**src/rtl/icetap_spi_slave.sv**
```systemverilog
// icetap_spi_slave: SPI (mode 0) target front end for the icetap scan block.
//
// The SPI pins are oversampled in the scan_clk domain. The first byte of a
// transaction, sent MSB first, selects a scan chain. The remaining bits become
// shift-enable, shift-data and update strobes for that chain, and the chain's
// serial output is returned on spi_miso.
//
// Ports
//   scan_clk, scan_reset          clock, synchronous active-high reset
//   spi_sck, spi_cs_n, spi_mosi   asynchronous SPI inputs
//   spi_miso                      registered SPI data out
//   cmd_shift_*                   CMD chain (write, with update on CS release)
//   status_shift_*                STATUS chain (read, update before shifting)
//   store_mask_shift_*            STORE_MASK chain (write)
//   trigger_mask_shift_*          TRIGGER_MASK chain (write)
//   data_shift_*                  DATA chain (read, update before shifting)
//
// Address 0x00 shifts out a fixed 32-bit ID, LSB first, followed by zeros.
// Unknown addresses produce no strobes and keep spi_miso low.

module icetap_spi_slave (
    input  logic scan_clk,
    input  logic scan_reset,
    input  logic spi_sck,
    input  logic spi_cs_n,
    input  logic spi_mosi,
    output logic spi_miso,
    output logic cmd_shift_ena,
    output logic cmd_shift_data,
    output logic cmd_shift_update,
    output logic status_shift_update,
    output logic status_shift_ena,
    input  logic status_shift_data,
    output logic store_mask_shift_ena,
    output logic store_mask_shift_data,
    output logic trigger_mask_shift_ena,
    output logic trigger_mask_shift_data,
    output logic data_shift_update,
    output logic data_shift_ena,
    input  logic data_shift_data
);

    localparam logic [31:0] IdValue         = 32'h1CE7_A900;
    localparam logic [7:0]  AddrId          = 8'h00;
    localparam logic [7:0]  AddrCmd         = 8'h01;
    localparam logic [7:0]  AddrStatus      = 8'h02;
    localparam logic [7:0]  AddrStoreMask   = 8'h03;
    localparam logic [7:0]  AddrTriggerMask = 8'h04;
    localparam logic [7:0]  AddrData        = 8'h05;

    typedef enum logic [1:0] {StIdle, StAddr, StXfer, StWaitCs} state_e;

    // ------------------------------------------------------------------
    // Input conditioning: 2-FF synchronizers plus an edge-detect stage.
    // These carry no reset so that a mid-transfer reset still sees the
    // true pin levels on the very next cycle.
    // ------------------------------------------------------------------
    logic [1:0] sck_sync_q, cs_sync_q, mosi_sync_q;
    logic       sck_prev_q, cs_prev_q;

    always_ff @(posedge scan_clk) begin
        sck_sync_q  <= {sck_sync_q[0], spi_sck};
        cs_sync_q   <= {cs_sync_q[0], spi_cs_n};
        mosi_sync_q <= {mosi_sync_q[0], spi_mosi};
        sck_prev_q  <= sck_sync_q[1];
        cs_prev_q   <= cs_sync_q[1];
    end

    logic sck_s, cs_s, mosi_s;
    logic sck_rise, sck_fall, cs_rise, cs_fall;

    assign sck_s    = sck_sync_q[1];
    assign cs_s     = cs_sync_q[1];
    assign mosi_s   = mosi_sync_q[1];
    assign sck_rise = sck_s & ~sck_prev_q;
    assign sck_fall = ~sck_s & sck_prev_q;
    assign cs_rise  = cs_s & ~cs_prev_q;
    assign cs_fall  = ~cs_s & cs_prev_q;

    // ------------------------------------------------------------------
    // State
    // ------------------------------------------------------------------
    state_e      state_q, state_d;
    logic [2:0]  bit_cnt_q, bit_cnt_d;
    logic [6:0]  addr_sr_q, addr_sr_d;
    logic [7:0]  addr_q, addr_d;
    logic [31:0] id_sr_q, id_sr_d;
    logic        mosi_q, mosi_d;
    logic        data_seen_q, data_seen_d;
    logic        miso_q, miso_d;

    logic cmd_ena_q, cmd_ena_d, cmd_upd_q, cmd_upd_d;
    logic sm_ena_q, sm_ena_d, tm_ena_q, tm_ena_d;
    logic st_ena_q, st_ena_d, st_upd_q, st_upd_d;
    logic dt_ena_q, dt_ena_d, dt_upd_q, dt_upd_d;

    logic [7:0] addr_new;
    assign addr_new = {addr_sr_q, mosi_s};

    always_comb begin
        state_d     = state_q;
        bit_cnt_d   = bit_cnt_q;
        addr_sr_d   = addr_sr_q;
        addr_d      = addr_q;
        id_sr_d     = id_sr_q;
        mosi_d      = mosi_q;
        data_seen_d = data_seen_q;
        miso_d      = miso_q;
        cmd_ena_d   = 1'b0;
        cmd_upd_d   = 1'b0;
        sm_ena_d    = 1'b0;
        tm_ena_d    = 1'b0;
        st_ena_d    = 1'b0;
        st_upd_d    = 1'b0;
        dt_ena_d    = 1'b0;
        dt_upd_d    = 1'b0;

        unique case (state_q)
            StIdle: begin
                miso_d = 1'b0;
                if (cs_fall) begin
                    state_d     = StAddr;
                    bit_cnt_d   = '0;
                    addr_sr_d   = '0;
                    data_seen_d = 1'b0;
                end
            end

            StAddr: begin
                miso_d = 1'b0;
                if (cs_rise) begin
                    // Aborted address phase: nothing reaches the chains.
                    state_d = StIdle;
                end else if (sck_rise) begin
                    addr_sr_d = addr_new[6:0];
                    bit_cnt_d = bit_cnt_q + 3'd1;
                    if (bit_cnt_q == 3'd7) begin
                        addr_d   = addr_new;
                        id_sr_d  = IdValue;
                        state_d  = StXfer;
                        // Read chains capture now, well before the 8th fall.
                        st_upd_d = (addr_new == AddrStatus);
                        dt_upd_d = (addr_new == AddrData);
                    end
                end
            end

            StXfer: begin
                if (cs_rise) begin
                    // CS release wins over any coincident SCK edge.
                    state_d   = StIdle;
                    miso_d    = 1'b0;
                    cmd_upd_d = (addr_q == AddrCmd) && data_seen_q;
                end else begin
                    if (sck_rise) begin
                        mosi_d = mosi_s;
                        case (addr_q)
                            AddrCmd: begin
                                cmd_ena_d   = 1'b1;
                                data_seen_d = 1'b1;
                            end
                            AddrStoreMask:   sm_ena_d = 1'b1;
                            AddrTriggerMask: tm_ena_d = 1'b1;
                            default: ;
                        endcase
                    end
                    if (sck_fall) begin
                        case (addr_q)
                            AddrId: begin
                                miso_d  = id_sr_q[0];
                                id_sr_d = {1'b0, id_sr_q[31:1]};
                            end
                            AddrStatus: begin
                                miso_d   = status_shift_data;
                                st_ena_d = 1'b1;
                            end
                            AddrData: begin
                                miso_d   = data_shift_data;
                                dt_ena_d = 1'b1;
                            end
                            default: miso_d = 1'b0;
                        endcase
                    end
                end
            end

            StWaitCs: begin
                miso_d = 1'b0;
                if (cs_s) begin
                    state_d = StIdle;
                end
            end

            default: state_d = StIdle;
        endcase
    end

    always_ff @(posedge scan_clk) begin
        if (scan_reset) begin
            // Coming out of reset with CS asserted means we joined a
            // transaction part-way; sit it out.
            state_q     <= cs_s ? StIdle : StWaitCs;
            bit_cnt_q   <= '0;
            addr_sr_q   <= '0;
            addr_q      <= '0;
            id_sr_q     <= '0;
            mosi_q      <= 1'b0;
            data_seen_q <= 1'b0;
            miso_q      <= 1'b0;
            cmd_ena_q   <= 1'b0;
            cmd_upd_q   <= 1'b0;
            sm_ena_q    <= 1'b0;
            tm_ena_q    <= 1'b0;
            st_ena_q    <= 1'b0;
            st_upd_q    <= 1'b0;
            dt_ena_q    <= 1'b0;
            dt_upd_q    <= 1'b0;
        end else begin
            state_q     <= state_d;
            bit_cnt_q   <= bit_cnt_d;
            addr_sr_q   <= addr_sr_d;
            addr_q      <= addr_d;
            id_sr_q     <= id_sr_d;
            mosi_q      <= mosi_d;
            data_seen_q <= data_seen_d;
            miso_q      <= miso_d;
            cmd_ena_q   <= cmd_ena_d;
            cmd_upd_q   <= cmd_upd_d;
            sm_ena_q    <= sm_ena_d;
            tm_ena_q    <= tm_ena_d;
            st_ena_q    <= st_ena_d;
            st_upd_q    <= st_upd_d;
            dt_ena_q    <= dt_ena_d;
            dt_upd_q    <= dt_upd_d;
        end
    end

    assign spi_miso                = miso_q;
    assign cmd_shift_ena           = cmd_ena_q;
    assign cmd_shift_update        = cmd_upd_q;
    assign store_mask_shift_ena    = sm_ena_q;
    assign trigger_mask_shift_ena  = tm_ena_q;
    assign status_shift_ena        = st_ena_q;
    assign status_shift_update     = st_upd_q;
    assign data_shift_ena          = dt_ena_q;
    assign data_shift_update       = dt_upd_q;
    // All write chains share one sampled MOSI bit.
    assign cmd_shift_data          = mosi_q;
    assign store_mask_shift_data   = mosi_q;
    assign trigger_mask_shift_data = mosi_q;

endmodule

```
**config.mk**
```make
export PLATFORM = sky130hd
export DESIGN_NAME = icetap_spi_slave
export DESIGN_NICKNAME = d
export VERILOG_FILES = /design/src/rtl/icetap_spi_slave.sv
export SDC_FILE = /design/constraint.sdc
export NUM_CORES = 1
export LEC_CHECK = 0
export CAP_MARGIN = 20
export CORE_MARGIN = 2
export CORE_UTILIZATION = 55
export DETAILED_ROUTE_END_ITERATION = 10
export GPL_TIMING_DRIVEN = 0
export PLACE_DENSITY_LB_ADDON = 0.08
export SYNTH_ARGS = -nofsm -noshare
export SYNTH_HDL_FRONTEND = slang
export SYNTH_SLANG_ARGS = --single-unit
```
**constraint.sdc**
```tcl
create_clock -name scan_clk -period 2 [get_ports scan_clk]
set_input_delay 0.2 -clock scan_clk [delete_from_list [all_inputs] [get_ports scan_clk]]
set_output_delay 0.2 -clock scan_clk [all_outputs]
set_load 0.005 [all_outputs]
```
==> run_results.csv <==
group,metric,value,unit
route,wl_per_cell,14.4,um
cts,h-tree-depth,3,
cts,cts.clk_slew.worst_paths,70,ps
sta,clock-skew-final,7.80,ps
cts,cts_tree,"yes",
global_route,overflow,0,
synth,synth_area_per_cell,9.23,um^2
sta,holdWs,306,ps
route,drt-total-wl,5860,um
route,drc,0,
route,initialDrtViolationCount,207,
status,status,"finished clean",
worst_setup_path,r2r_setup_slack,200,ps
synth,synth_warnings,0,
final_layout,fill_cells,419,
synth,synth_area,2820,um^2
cts,cts-root-buf,"clkbuf_8",
global_route,grt.total_usage,22.0,%
final_layout,postLayoutCellArea,3280,um^2
cts,cts_resized,0,
sta,grt_setup_unrepaired,"false",
floorplanning,rows,26,
sta,max_freq,0.556,GHz
flow_run,cap_viol_max_count,0,
worst_setup_path,path_max_fanout,10,
worst_setup_path,required,2260,ps
synth,synth_edf_count,2,
global_route,antenna_found_initial,0,
route,vias,2348,
floorplanning,fp.dieW,75.7,um
placement,placed_cells,393,
floorplanning,dieArea,5720,um^2
floorplanning,fp.dieH,75.7,um
sta,tightest_slew,523,ps
placement,place_area,3080,um^2
synth,synthArstFlopShare,0,%
global_route,grt_max_degree,12,
cts,postCtsHoldBufs,0,
placement,gp_congestion,0.804,
worst_setup_path,critPathCapture,"id_sr_q[12]$_SDFFE_PP0P_",
route,ant_nets,0,
sta,finalCritPeriodShare,90.0,%
synth,synthTopCellsByCount,"dfxtp_1, nand2_1, a21oi_1, nor2_1, nand4_1",
final_layout,syn_to_final_growth,16.0,%
worst_setup_path,critPathLaunchType,"register",
synth,synth_top_cell_by_area,"dfxtp_1",
sta,max_slew_margin,65.2,%
final_layout,num_antenna_cells,0,
route,drtPass1Iterations,5,
synth,syn-num-nets,315,
worst_setup_path,reg2reg_to,"id_sr_q[12]$_SDFFE_PP0P_",
global_route,grt_pass1_vias,2011,
final_layout,final_net_count,343,
floorplanning,io_pins,19,
worst_setup_path,startpoint,"bit_cnt_q[0]$_SDFFE_PP0P_",
synth,ys_seq_elements,68,
synth,seq_area_frac_synth,48.9,%
synth,synth_flop_cell,"dfxtp_1",
cts,clock_latency,330,ps
synth,synth_top_area_share,46.8,%
placement,place_ws,239,ps
placement,dp_hpwl,3960,um
cts,cts_buffer_depth,2,
worst_setup_path,cp.arrival,2060,ps
floorplanning,core,5040,um^2
final_layout,drive_above_1_share,11.5,%
final_layout,final_cells,408,
sta,finalSetupViolCount,0,
final_layout,utilization,65.0,%
cts,cts.sinks,68,
sta,fin_ws,200,ps
hold_path,hold_path.class,"in -> reg",
synth,synth_area_leaders,"dfxtp_1, a21oi_1, o211ai_1, nand2_1, mux2i_1",
synth,netlist_instances,306,
route,via_per_inst,5.75,
sta,final.min_clock_period,1800,ps
global_route,grt_pass1_wl,9510,um
placement,portBuffers,17,
cts,numCtsBuffers,9,
sta,fin_setup_tns,0,ps
power,irDropWorstVdd,0.000442,V
power,p_per_area,821,nW/um^2
sta,final-hold-violation-count,0,
synth,ys_types,40,
power,static-leakage-power,1.10,nW
cts,cts_setup_buffers,0,
floorplanning,initial_core_util,56.0,%
worst_setup_path,reg2reg_depth,7,
worst_setup_path,endpoint_kind,"register",
power,power,2.69,mW
synth,synth.most_common_cell,"dfxtp_1",
worst_setup_path,rr_startpoint,"bit_cnt_q[0]$_SDFFE_PP0P_",
sta,drv_slew,0,
worst_setup_path,crit_type,"reg -> reg",
==> placed cells by master, fill, tap and decap left out, types with 2 or more instances in the layout <==
| cell | n |
|---|---|
| o211ai_1 | 16 |
| or3_1 | 2 |
| nand4_1 | 17 |
| a21oi_1 | 29 |
| nand2b_1 | 13 |
| nand4b_1 | 2 |
| nand2_1 | 30 |
| clkdlybuf4s50_1 | 17 |
| and3_1 | 2 |
| clkbuf_1 | 12 |
| inv_1 | 2 |
| ha_1 | 2 |
| mux2i_1 | 11 |
| edfxtp_1 | 2 |
| dfxtp_1 | 66 |
| buf_6 | 3 |
| nor4_1 | 14 |
| clkbuf_8 | 11 |
| nor3b_1 | 2 |
| o21ai_0 | 3 |
| nand3_1 | 8 |
| a211oi_1 | 12 |
| buf_2 | 9 |
| buf_4 | 9 |
| nor2b_1 | 2 |
| nor2_1 | 21 |
| nor3_1 | 4 |
==> cell families (layout without fill, tap and decap cells) <==
kind of cell    Yosys count  in the layout  share of synthesized area, %
simple gates            126            126                          24.7
compound gates           64             64                          14.4
fa+ha+maj                 3              3                          1.24
flops                    68             68                          48.9
buf+inv                  34             66                          6.91
mux                      11             11                          3.90
==> routing by layer <==
layer,vias up,global-route usage [%],share of wire [%]
met5,-,0,0
met4,0,9.36,2.3
met3,16,4.50,4.9
met2,88,31.1,42
met1,1082,32.5,51
li1,1162,-,-
==> power breakdown <==
part	leakage (nW)	total, mW	switching (mW)	internal [mW]
clock	0.0995	1.11	0.469	0.637
combinational	0.446	0.180	0.109	0.0708
sequential	0.556	1.40	0.0175	1.39
==> cell type report <==
type,count,area (um^2),area share [%]
Clock inverter,2,35.0,1.07
Buffer,31,184,5.61
Timing Repair Buffer,17,170,5.19
Tap cell,70,87.6,2.67
Multi-Input combinational cell,204,1250,38.1
Sequential cell,68,1380,42.2
Clock buffer,13,159,4.85
Inverter,3,11.3,0.344
==> flip-flops by register name, summed over array words and instances, names as in the netlist <==
name / cells
sck_sync_q: 2
sck_prev_q: 1
status_shift_ena: 1
cmd_shift_data: 1
cmd_shift_update: 1
bit_cnt_q: 3
trigger_mask_shift_ena: 1
data_seen_q: 1
addr_sr_q: 7
status_shift_update: 1
cs_sync_q: 2
cmd_shift_ena: 1
data_shift_update: 1
store_mask_shift_ena: 1
addr_q: 8
mosi_sync_q: 2
data_shift_ena: 1
state_q: 2
id_sr_q: 29
spi_miso: 1
cs_prev_q: 1
==> worst max-delay path: stages, from the launching register on <==
cell      delay [ps]
dfxtp_1          320
ha_1             200
ha_1             200
and3b_1          190
nand3_1          220
buf_2            290
o211ai_1         130
a21oi_1          170
==> worst min path at each step <==
stage	startpoint	endpoint	slack, ps	cells past startpoint
after global routing	spi_mosi	mosi_sync_q[0]$_DFF_P_	310	1
after floorplan	spi_cs_n	cs_sync_q[0]$_DFF_P_	230	0
final	spi_cs_n	cs_sync_q[0]$_DFF_P_	310	1
after detailed placement	sck_sync_q[0]$_DFF_P_	sck_sync_q[1]$_DFF_P_	310	0
after CTS	spi_cs_n	cs_sync_q[0]$_DFF_P_	300	1
after global placement	cs_sync_q[0]$_DFF_P_	cs_sync_q[1]$_DFF_P_	310	0
(Power assumes the default switching activity.)
